<file path="config.mk">
export PLATFORM = sky130hd
export DESIGN_NAME = loop_delay_engine
export DESIGN_NICKNAME = d
export VERILOG_FILES = /design/src/rtl/pedal_pkg.sv /design/src/rtl/sat_scale_add.sv /design/src/rtl/loop_delay_engine.sv
export SDC_FILE = /design/constraint.sdc
export NUM_CORES = 1
export LEC_CHECK = 0
export ABC_CLOCK_PERIOD_IN_PS = 15900
export CAP_MARGIN = 20
export CORE_MARGIN = 1
export CORE_UTILIZATION = 45
export CTS_BUF_LIST = sky130_fd_sc_hd__clkbuf_8
export CTS_CLUSTER_DIAMETER = 100
export DETAILED_ROUTE_END_ITERATION = 16
export GPL_TIMING_DRIVEN = 0
export PLACE_DENSITY_LB_ADDON = 0.2
export SLEW_MARGIN = 40
export SYNTH_ARGS = -nofsm -noshare
export SYNTH_HDL_FRONTEND = slang
export SYNTH_SLANG_ARGS = --single-unit
export TNS_END_PERCENT = 10
</file>
<file path="constraint.sdc">
create_clock -name clk -period 15.9 [get_ports clk]
set_clock_uncertainty 0.2 [all_clocks]
set_input_delay 3.975 -clock clk [delete_from_list [all_inputs] [get_ports clk]]
set_output_delay 3.975 -clock clk [all_outputs]
set_load 0.02 [all_outputs]
</file>
<file path="src/rtl/pedal_pkg.sv">
// Shared definitions for the loop/delay engine.
// Contents:
//   MODE_*  : operating mode encodings driven on the mode input
//   ST_*    : sequencer state encodings (IDLE -> RD -> CAP -> WR)
//   sat_add : signed add clamped to a given two's-complement width
package pedal_pkg;

    localparam logic [1:0] MODE_DELAY   = 2'd0;
    localparam logic [1:0] MODE_RECORD  = 2'd1;
    localparam logic [1:0] MODE_PLAY    = 2'd2;
    localparam logic [1:0] MODE_OVERDUB = 2'd3;

    localparam logic [1:0] ST_IDLE = 2'd0;
    localparam logic [1:0] ST_RD   = 2'd1;
    localparam logic [1:0] ST_CAP  = 2'd2;
    localparam logic [1:0] ST_WR   = 2'd3;

    // Operands are pre-extended to 64 bits by the caller so that the sum
    // never wraps; the result is clamped to the range of a 'width'-bit
    // signed number and still returned 64 bits wide.
    function automatic logic signed [63:0] sat_add(
        input logic signed [63:0] a,
        input logic signed [63:0] b,
        input int                 width
    );
        logic signed [63:0] sum;
        logic signed [63:0] max_v;
        logic signed [63:0] min_v;
        sum   = a + b;
        max_v = (64'sd1 <<< (width - 1)) - 64'sd1;
        min_v = -(64'sd1 <<< (width - 1));
        if (sum > max_v) begin
            return max_v;
        end else if (sum < min_v) begin
            return min_v;
        end
        return sum;
    endfunction

endpackage

</file>
<file path="src/rtl/sat_scale_add.sv">
// Combinational optional-scale and saturating add: o_sum = sat(i_a + term)
// where term is either i_tap itself or (i_tap * i_gain) >>> GAIN_W, with the
// gain read as unsigned Q0.GAIN_W.
// Ports:
//   i_a        : signed addend
//   i_tap      : signed value read back from the SRAM
//   i_gain     : unsigned feedback gain
//   i_use_gain : 1 = scale the tap by the gain, 0 = use the tap as-is
//   o_sum      : saturated result
module sat_scale_add
    import pedal_pkg::*;
#(
    parameter int DATA_W = 16,
    parameter int GAIN_W = 8
) (
    input  logic signed [DATA_W-1:0] i_a,
    input  logic signed [DATA_W-1:0] i_tap,
    input  logic        [GAIN_W-1:0] i_gain,
    input  logic                     i_use_gain,
    output logic signed [DATA_W-1:0] o_sum
);

    // One extra bit keeps the unsigned gain positive in the signed product.
    localparam int PROD_W = DATA_W + GAIN_W + 1;

    logic signed [PROD_W-1:0] w_tap_x;
    logic signed [PROD_W-1:0] w_gain_x;
    logic signed [PROD_W-1:0] w_prod;
    logic signed [PROD_W-1:0] w_term;
    logic signed [63:0]       w_a_64;
    logic signed [63:0]       w_term_64;

    assign w_tap_x  = {{(GAIN_W+1){i_tap[DATA_W-1]}}, i_tap};
    assign w_gain_x = {{(DATA_W+1){1'b0}}, i_gain};
    assign w_prod   = w_tap_x * w_gain_x;
    // Full-precision product, then arithmetic shift (rounds toward -inf).
    assign w_term   = i_use_gain ? (w_prod >>> GAIN_W) : w_tap_x;

    assign w_a_64    = {{(64-DATA_W){i_a[DATA_W-1]}}, i_a};
    assign w_term_64 = {{(64-PROD_W){w_term[PROD_W-1]}}, w_term};
    assign o_sum     = DATA_W'(sat_add(w_a_64, w_term_64, DATA_W));

endmodule

</file>
<file path="src/rtl/loop_delay_engine.sv">
// Single-SRAM audio engine: feedback delay, loop recorder, loop player and
// overdub looper. Each accepted sample runs a fixed RD/CAP/WR sequence.
// Ports:
//   clk, rst_n        : clock, synchronous active-low reset
//   sample_valid      : input strobe, accepted only while idle
//   sample_in         : signed input sample
//   mode              : 0 delay, 1 record, 2 play, 3 overdub (latched on accept)
//   delay_len, fb_gain: delay length in samples and feedback gain (delay mode)
//   sample_out(_valid): processed sample and its one-cycle pulse
//   busy, overrun     : sequence in progress, sticky strobe-while-busy flag
//   loop_len          : number of recorded samples
//   mem_*             : SRAM macro interface (active-low csb/web), mem_dout
//                       valid the cycle after a read
//   dbg_state         : current sequencer state
// Handshake: sample_valid is a single-cycle strobe with no ready; a strobe
// is consumed only when busy is low, otherwise it is dropped and flagged.
module loop_delay_engine
    import pedal_pkg::*;
#(
    parameter int DATA_W = 16,
    parameter int ADDR_W = 10,
    parameter int GAIN_W = 8
) (
    input  logic                     clk,
    input  logic                     rst_n,
    input  logic                     sample_valid,
    input  logic signed [DATA_W-1:0] sample_in,
    input  logic        [1:0]        mode,
    input  logic        [ADDR_W-1:0] delay_len,
    input  logic        [GAIN_W-1:0] fb_gain,
    output logic signed [DATA_W-1:0] sample_out,
    output logic                     sample_out_valid,
    output logic                     busy,
    output logic                     overrun,
    output logic        [ADDR_W:0]   loop_len,
    output logic                     mem_csb,
    output logic                     mem_web,
    output logic        [ADDR_W-1:0] mem_addr,
    output logic signed [DATA_W-1:0] mem_din,
    input  logic signed [DATA_W-1:0] mem_dout,
    output logic        [1:0]        dbg_state
);

    localparam logic [ADDR_W:0] LEN_FULL = {1'b1, {ADDR_W{1'b0}}};

    logic        [1:0]        r_state;
    logic        [1:0]        r_mode;
    logic        [1:0]        r_prev_mode;
    logic signed [DATA_W-1:0] r_sample;
    logic signed [DATA_W-1:0] r_tap;
    logic signed [DATA_W-1:0] r_out;
    logic                     r_out_valid;
    logic                     r_overrun;
    logic        [ADDR_W-1:0] r_wr_ptr;
    logic        [ADDR_W-1:0] r_play_ptr;
    logic        [ADDR_W:0]   r_loop_len;

    logic                     w_loop_empty;
    logic                     w_rec_full;
    logic                     w_is_loop_mode;
    logic                     w_rd_en;
    logic                     w_wr_en;
    logic        [ADDR_W-1:0] w_rd_addr;
    logic        [ADDR_W-1:0] w_wr_addr;
    logic signed [DATA_W-1:0] w_cap_tap;
    logic signed [DATA_W-1:0] w_out;
    logic signed [DATA_W-1:0] w_wval;
    logic        [ADDR_W:0]   w_play_inc;
    logic        [ADDR_W-1:0] w_play_next;

    assign w_loop_empty   = (r_loop_len == '0);
    assign w_rec_full     = (r_loop_len == LEN_FULL);
    assign w_is_loop_mode = (r_mode == MODE_PLAY) || (r_mode == MODE_OVERDUB);
    assign w_rd_en = (r_mode == MODE_DELAY) || (w_is_loop_mode && !w_loop_empty);
    assign w_wr_en = (r_mode == MODE_DELAY)
                  || ((r_mode == MODE_RECORD) && !w_rec_full)
                  || ((r_mode == MODE_OVERDUB) && !w_loop_empty);

    // Delay taps wrap naturally in ADDR_W bits; delay_len = 0 reads the
    // slot about to be overwritten, i.e. a full DEPTH-sample delay.
    assign w_rd_addr = (r_mode == MODE_DELAY) ? (r_wr_ptr - delay_len) : r_play_ptr;
    assign w_wr_addr = (r_mode == MODE_OVERDUB) ? r_play_ptr : r_wr_ptr;

    // Without a read the tap is zero, so out = sat(in + 0) = in.
    assign w_cap_tap = w_rd_en ? mem_dout : '0;

    assign w_play_inc  = {1'b0, r_play_ptr} + (ADDR_W+1)'(1);
    assign w_play_next = (w_play_inc == r_loop_len) ? '0 : w_play_inc[ADDR_W-1:0];

    sat_scale_add #(.DATA_W(DATA_W), .GAIN_W(GAIN_W)) u_out_path (
        .i_a        (r_sample),
        .i_tap      (w_cap_tap),
        .i_gain     (fb_gain),
        .i_use_gain (1'b0),
        .o_sum      (w_out)
    );

    // Delay writes back the gain-scaled tap; overdub writes sat(tap + in),
    // which equals the value already sent out; record writes in (tap = 0).
    sat_scale_add #(.DATA_W(DATA_W), .GAIN_W(GAIN_W)) u_wval_path (
        .i_a        (r_sample),
        .i_tap      (r_tap),
        .i_gain     (fb_gain),
        .i_use_gain (r_mode == MODE_DELAY),
        .o_sum      (w_wval)
    );

    // SRAM strobes are gated by rst_n so that a reset asserted during WR
    // never lets the macro commit the abandoned sample.
    always_comb begin
        mem_csb  = 1'b1;
        mem_web  = 1'b1;
        mem_addr = '0;
        mem_din  = '0;
        if (rst_n) begin
            case (r_state)
                ST_RD: begin
                    if (w_rd_en) begin
                        mem_csb  = 1'b0;
                        mem_addr = w_rd_addr;
                    end
                end
                ST_WR: begin
                    if (w_wr_en) begin
                        mem_csb  = 1'b0;
                        mem_web  = 1'b0;
                        mem_addr = w_wr_addr;
                        mem_din  = w_wval;
                    end
                end
                default: ;
            endcase
        end
    end

    always_ff @(posedge clk) begin
        if (!rst_n) begin
            r_state     <= ST_IDLE;
            r_mode      <= MODE_DELAY;
            r_prev_mode <= MODE_DELAY;
            r_sample    <= '0;
            r_tap       <= '0;
            r_out       <= '0;
            r_out_valid <= 1'b0;
            r_overrun   <= 1'b0;
            r_wr_ptr    <= '0;
            r_play_ptr  <= '0;
            r_loop_len  <= '0;
        end else begin
            r_out_valid <= 1'b0;
            if (sample_valid && (r_state != ST_IDLE)) begin
                r_overrun <= 1'b1;
            end
            case (r_state)
                ST_IDLE: begin
                    if (sample_valid) begin
                        r_state     <= ST_RD;
                        r_sample    <= sample_in;
                        r_mode      <= mode;
                        r_prev_mode <= mode;
                        if ((mode == MODE_RECORD) && (r_prev_mode != MODE_RECORD)) begin
                            r_wr_ptr   <= '0;
                            r_loop_len <= '0;
                        end
                        if (((mode == MODE_PLAY) || (mode == MODE_OVERDUB))
                            && (r_prev_mode == MODE_RECORD)) begin
                            r_play_ptr <= '0;
                        end
                    end
                end
                ST_RD: begin
                    r_state <= ST_CAP;
                end
                ST_CAP: begin
                    // Output is formed here so it is presented during WR.
                    r_state     <= ST_WR;
                    r_tap       <= w_cap_tap;
                    r_out       <= w_out;
                    r_out_valid <= 1'b1;
                end
                default: begin
                    r_state <= ST_IDLE;
                    case (r_mode)
                        MODE_DELAY: r_wr_ptr <= r_wr_ptr + ADDR_W'(1);
                        MODE_RECORD: begin
                            if (!w_rec_full) begin
                                r_wr_ptr   <= r_wr_ptr + ADDR_W'(1);
                                r_loop_len <= r_loop_len + (ADDR_W+1)'(1);
                            end
                        end
                        default: begin
                            if (!w_loop_empty) begin
                                r_play_ptr <= w_play_next;
                            end
                        end
                    endcase
                end
            endcase
        end
    end

    assign sample_out       = r_out;
    assign sample_out_valid = r_out_valid;
    assign busy             = (r_state != ST_IDLE);
    assign overrun          = r_overrun;
    assign loop_len         = r_loop_len;
    assign dbg_state        = r_state;

endmodule

</file>
* Word-level counts from Yosys, hierarchy flattened
Index checks and enable logic that the tools add are counted.
** Storage, ports and cells
- Bits of input ports :: 55
- Logic and storage cells :: 112
- Output and inout port bits :: 60
- Bits in registers :: 85
** Operators by class
- Muxes and demuxes :: 46
- Order comparisons :: 4
- Add/subtract/negate cells :: 6
- Multiply operators :: 1
- Bitwise gates (word level) :: 1
- Reduce and logical (&&, ||, !) cells :: 25
- Equal/unequal tests :: 19
** Operators with widths (number)
- 2-to-1 mux 16 bit :: 10
- 2-to-1 mux 10 bit :: 13
- one-hot mux 10 bit (2 select lines) :: 4
- 2-to-1 mux 11 bit :: 4
- adder 16 x 25 -> 26 bit :: 1
- greater-than comparator 26 x 16 -> 1 bit (second input constant) :: 1
- < comparator 26 x 16 -> 1 bit (second input constant) :: 1
- multiplier 16 x 9 -> 25 bit :: 1
- 2-to-1 mux 25 bit :: 1
- one-hot mux 11 bit (2 select lines) :: 1
- adder 16 x 16 -> 17 bit :: 1
- greater-than comparator 17 x 16 -> 1 bit (second input constant) :: 1
- < comparator 17 x 16 -> 1 bit (second input constant) :: 1
- AND reduction 5 bit :: 3
- == test 2 bit (second input constant) :: 6
- adder 10 x 1 -> 11 bit (second input constant) :: 1
- adder 11 x 1 -> 11 bit (second input constant) :: 1
- == test 11 bit :: 1
- == test 11 bit (second input constant) :: 1
- logical NOT 11 bit :: 1
- adder 10 x 1 -> 10 bit (second input constant) :: 1
- 2-to-1 mux 1 bit :: 10
- subtractor 10 bit :: 1
- != test 2 x 1 -> 1 bit (second input constant) :: 4
- 15 further kinds :: 32

* Logic depth before layout (Yosys ltp)
- Depth after elaboration :: 10
- Gate-level depth with buffers :: 29
- Mapped depth without buffers :: 27

* Modules after synthesis
Synthesis repeated with hierarchy kept, for this count alone.
** Unflattened totals
- Cells, all modules :: 1992
- Area total of the unflattened synthesis :: 16547.1 sq um
** By module, submodules not included
- sat_scale_add at u_out_path :: seq. area each 0.0 sq um, cells each 731, area each 5936.9 sq um, times used 1
- sat_scale_add at u_wval_path :: seq. area each 0.0 sq um, cells each 668, area each 5679.2 sq um, times used 1
- loop_delay_engine :: seq. area each 1701.6 sq um, cells each 593, area each 4931.0 sq um, times used 1

* Worst setup path after synthesis
OpenSTA, ideal clock, no wires.
- Kind :: input to output
- Start point :: input port fb_gain[5]
- End point :: output port mem_din[10]
- Data arrival time :: 10680 ps
- Buffers on the path :: 2
- Stages on the path :: 27
- Required time :: 11725 ps
- Path slack :: 1045 ps
- Path through :: clkbuf_1 nand2_1 fa_1 inv_1 fa_1 fa_1 inv_1 fa_1 inv_1 ha_1 and3_1 a211oi_1 nand2_1 a211o_1 a21oi_1 xnor2_1 o21ai_0 ha_1 a21oi_4 o22ai_2 o311a_4 a311oi_4 or4b_1 a31oi_1 a32oi_1 buf_6 o21a_1
** On the way
- Longest elaborated chain between the ends :: 10
- Elaborated cells between the ends (all ways) :: 12
- Those cells by class :: 1 x add/sub; 1 x mul; 2 x order compare; 8 x mux
** RTL lines
- start: declaration :: line loop_delay_engine.sv:30 : input logic [GAIN_W-1:0] fb_gain,
- multiplier 16 x 9 -> 25 bit (*) :: line sat_scale_add.sv:35 : assign w_prod = w_tap_x * w_gain_x;
- 2-to-1 mux 25 bit (*) :: line sat_scale_add.sv:37 : assign w_term = i_use_gain ? (w_prod >>> GAIN_W) : w_tap_x;
- adder 16 x 25 -> 26 bit (*) :: line pedal_pkg.sv:29 : sum = a + b;
- < comparator 26 x 16 -> 1 bit :: line pedal_pkg.sv:34 : end else if (sum < min_v) begin
- 2-to-1 mux 1 bit :: line pedal_pkg.sv:34
- 2-to-1 mux 1 bit :: line pedal_pkg.sv:32 : if (sum > max_v) begin
- 2-to-1 mux 16 bit (*) :: line pedal_pkg.sv:37 : return sum;
- 2-to-1 mux 16 bit (*) :: line loop_delay_engine.sv:124 : if (w_wr_en) begin
- 2-to-1 mux 16 bit (*) :: line loop_delay_engine.sv:116 : case (r_state)
- 2-to-1 mux 16 bit (*) :: line loop_delay_engine.sv:115 : if (rst_n) begin
- end: declaration :: line loop_delay_engine.sv:39 : output logic signed [DATA_W-1:0] mem_din,
Every way passes the cells marked *; elsewhere a longest branch is shown, timed or not.

* Worst setup path after layout
- Start point :: input port fb_gain[5]
- End point :: output port mem_din[14]
Same word-level chain as after synthesis.

==> results.toml <==
[min_path]
holdPathStages = 2
min_from = "r_sample[4]$_SDFFE_PN0P_"
hold_end = "r_sample[4]$_SDFFE_PN0P_"
min_path_type = "flip-flop to flip-flop"

[synth]
syn_area_um2 = 11290
async_flop_share_pct = 0
synthCells = 1434
synth_top_area_cell = "fa_1"
synth-edff-count = 0
yosys_warnings = 0
synth-seq-area-share_pct = 15.07
ys_types = 75
ys_ff_latch = 85
synth.area.top_cells = "fa_1, dfxtp_1, ha_1"
syn_avg_cell_area_um2 = 7.875
yosys.area.top_type_share_pct = 18.44
syn_nets = 1690
synth_flop_cell = "dfxtp_1"

[floorplan]
die_w_um = 160.4
die_area_um2 = 25730
io_pins = 115
start_util_pct = 46.16
die_h_um = 160.4
core_area_um2 = 24460
rows = 57

[critical_path]
path_buf_inv = 7
start_kind = "input port"
crit_family = "adder cells"
worstPathArrival_ns = 11.46
crit_path_end_kind = "output port"
crit_type = "input port to output port"
crit_top_cell = "fa_1"
r2r_slack_ns = 10.86
timing.rr.end = "sample_out[13]$_SDFFE_PN0P_"
crit_slowest_cell = "fa_1"
crit_required_ns = 11.73
critical_path.max_fanout = 10
r2r_cells = 18
slowest_delay_ns = 0.56
r2r_start = "loop_len[2]$_SDFFE_PN0P_"

[cts]
insertion_delay_ns = 0.38
root_buffer = "clkbuf_8"
htreeDepth = 3
clock_sinks = 85
clk_path_buf_depth = 2
cts_inserted_buffers = 9
clk_pin_slew_worst_paths_ns = 0.09
cts_tree = "yes"
hold_buffers = 0

[power]
switching_power_w = 0.0007416
power_frac_seq_pct = 18.8
pwr-share-clk_pct = 10.3
vdd_drop_max_mv = 0.09390
power_frac_comb_pct = 70.9
p_int_w = 0.0007364
p_total_w = 0.001478
switching_share_pct = 50.17
leakage_nw = 5.974
power_density_nw_per_um2 = 112.0

[global_routing]
grt_max_degree = 15
grt_pass1_wl_um = 50550
grt_usage_pct = 24.24
grt_overflow = 0
antenna_found_initial = 0
grt_pass1_vias = 10150

[layout]
most-common-layout-cells = "nand2_1, inv_1, fa_1"
multi_input_comb_area_um2 = 8692
regArea_um2 = 1702
layout.nets = 1820
final_cell_area_um2 = 13190
fill_cells = 2354
drive_gt1_share_pct = 4.589
antenna_cells = 0
final_common_cell = "nand2_1"
areaGrowthSynthToFinish_pct = 16.83

[timing]
max_freq_ghz = 0.06394
setup_slack_ns = 0.2610
finalSetupTns_ns = 0
relSlewSlack_pct = 48.34
hold_viol_final = 0
max_slew.worst_pin.slew_ns = 0.7721
maxSlewViolCount = 0
post-route-min-period_ns = 15.64
rsz0062_at_grt = "yes"
timing.final.crit_share_pct = 98.36
setup_violations = 0

[run]
cap_violations = 0

[route]
drc = 0
ant_nets = 0
drt_wl_total_um = 30230
first_iter_violations = 525
wl_per_cell_um = 15.97
dr.pass1.iters = 5
vias = 10050
viasPerCell = 5.310

[placed_design]
port_buffers = 114
hpwl_um = 24690
gp_congestion = 0.8927
place_ws_ns = -1.175
dpl_cell_area_um2 = 12840

[run_status]
outcome = "completed"
## worst min-delay path: stages, from the launching register on
cell and delay [ns]:
dfxtp_1 0.34, nand2_1 0.06, a21boi_0 0.07
## synth_stat cells (all sizes together), types with 15 or more instances
cell type  instances
o21a              22
nor3              17
nand3             21
fa               104
xnor2             40
o21ai             69
nand4             16
nand2            194
and2              89
clkbuf            59
inv              187
a31oi             15
nand2b            20
ha                97
a21boi            43
nor2              64
xor2              34
dfxtp             85
a21oi             75
## layer usage
layer / GRT usage [%] / wire length, um / vias up
li1: - / - / 5011
met1: 33.72 / 14430 / 4758
met2: 39.96 / 13890 / 244
met3: 2.299 / 1271 / 38
met4: 6.797 / 636 / 0
met5: 0 / 0 / -
## how the worst max path moves through the flow
| stage | start | to | depth (start not counted) |
|---|---|---|---|
| after floorplan | fb_gain[5] | mem_din[10] | 27 |
| after global placement | fb_gain[5] | mem_din[14] | 27 |
| after detailed placement | fb_gain[5] | mem_din[14] | 27 |
| after CTS | fb_gain[4] | mem_din[7] | 30 |
| after global routing | fb_gain[0] | mem_din[13] | 30 |
| final | fb_gain[5] | mem_din[14] | 29 |
## cell type report
cell class	count	share of cell area, %
Timing Repair Buffer	119	8.943
Buffer	67	2.437
Clock buffer	11	1.148
Inverter	188	5.349
Sequential cell	85	12.90
Multi-Input combinational cell	1094	65.89
Clock inverter	5	0.2656
Tap cell	324	3.073
## registers in the layout, indices dropped and copies added, names as in the netlist
name / flops
dbg_state: 2
r_wr_ptr: 10
r_play_ptr: 10
loop_len: 11
overrun: 1
r_tap: 16
sample_out_valid: 1
sample_out: 16
r_prev_mode: 2
r_sample: 16
## logic make-up after synthesis
logic type	count (synthesis)	synth area share (%)
AOI/OAI and AO/OA	300	17.53
adders and majority gates	215	30.43
muxes	8	0.7092
xor gates and xnor gates	74	5.740
DFF	85	15.07
buffers and inverters	255	8.687
and+or+nand+nor	497	21.84
## through the flow
step | cells | hold slack [ns] | util [%]
after floorplan | 1434 | 0.2653 | -
after global placement | 1872 | 0.2832 | 52.48
after detailed placement | 1872 | 0.2915 | 52.48
after CTS | 1892 | 0.3067 | 53.65
after global routing | 1893 | 0.3353 | 53.93
final | 1893 | 0.3063 | 53.93
## power by group through the flow
stage	combinational, W	clock, W	sequential, W
floorplan	0.000710	0	0.000294
global placement	0.000996	0	0.000281
detailed placement	0.00101	0	0.000281
CTS	0.00103	0.000156	0.000277
global route	0.00117	0.000165	0.000283
finish	0.00105	0.000152	0.000277
## repair_timing
action | CTS | global route
pin swaps | 2 | 4
setup buffers | 4 | 1
gates resized for setup | 44 | 30
endpoints found under the setup margin | 16 | 15
Power figures use the tool's default switching activity.
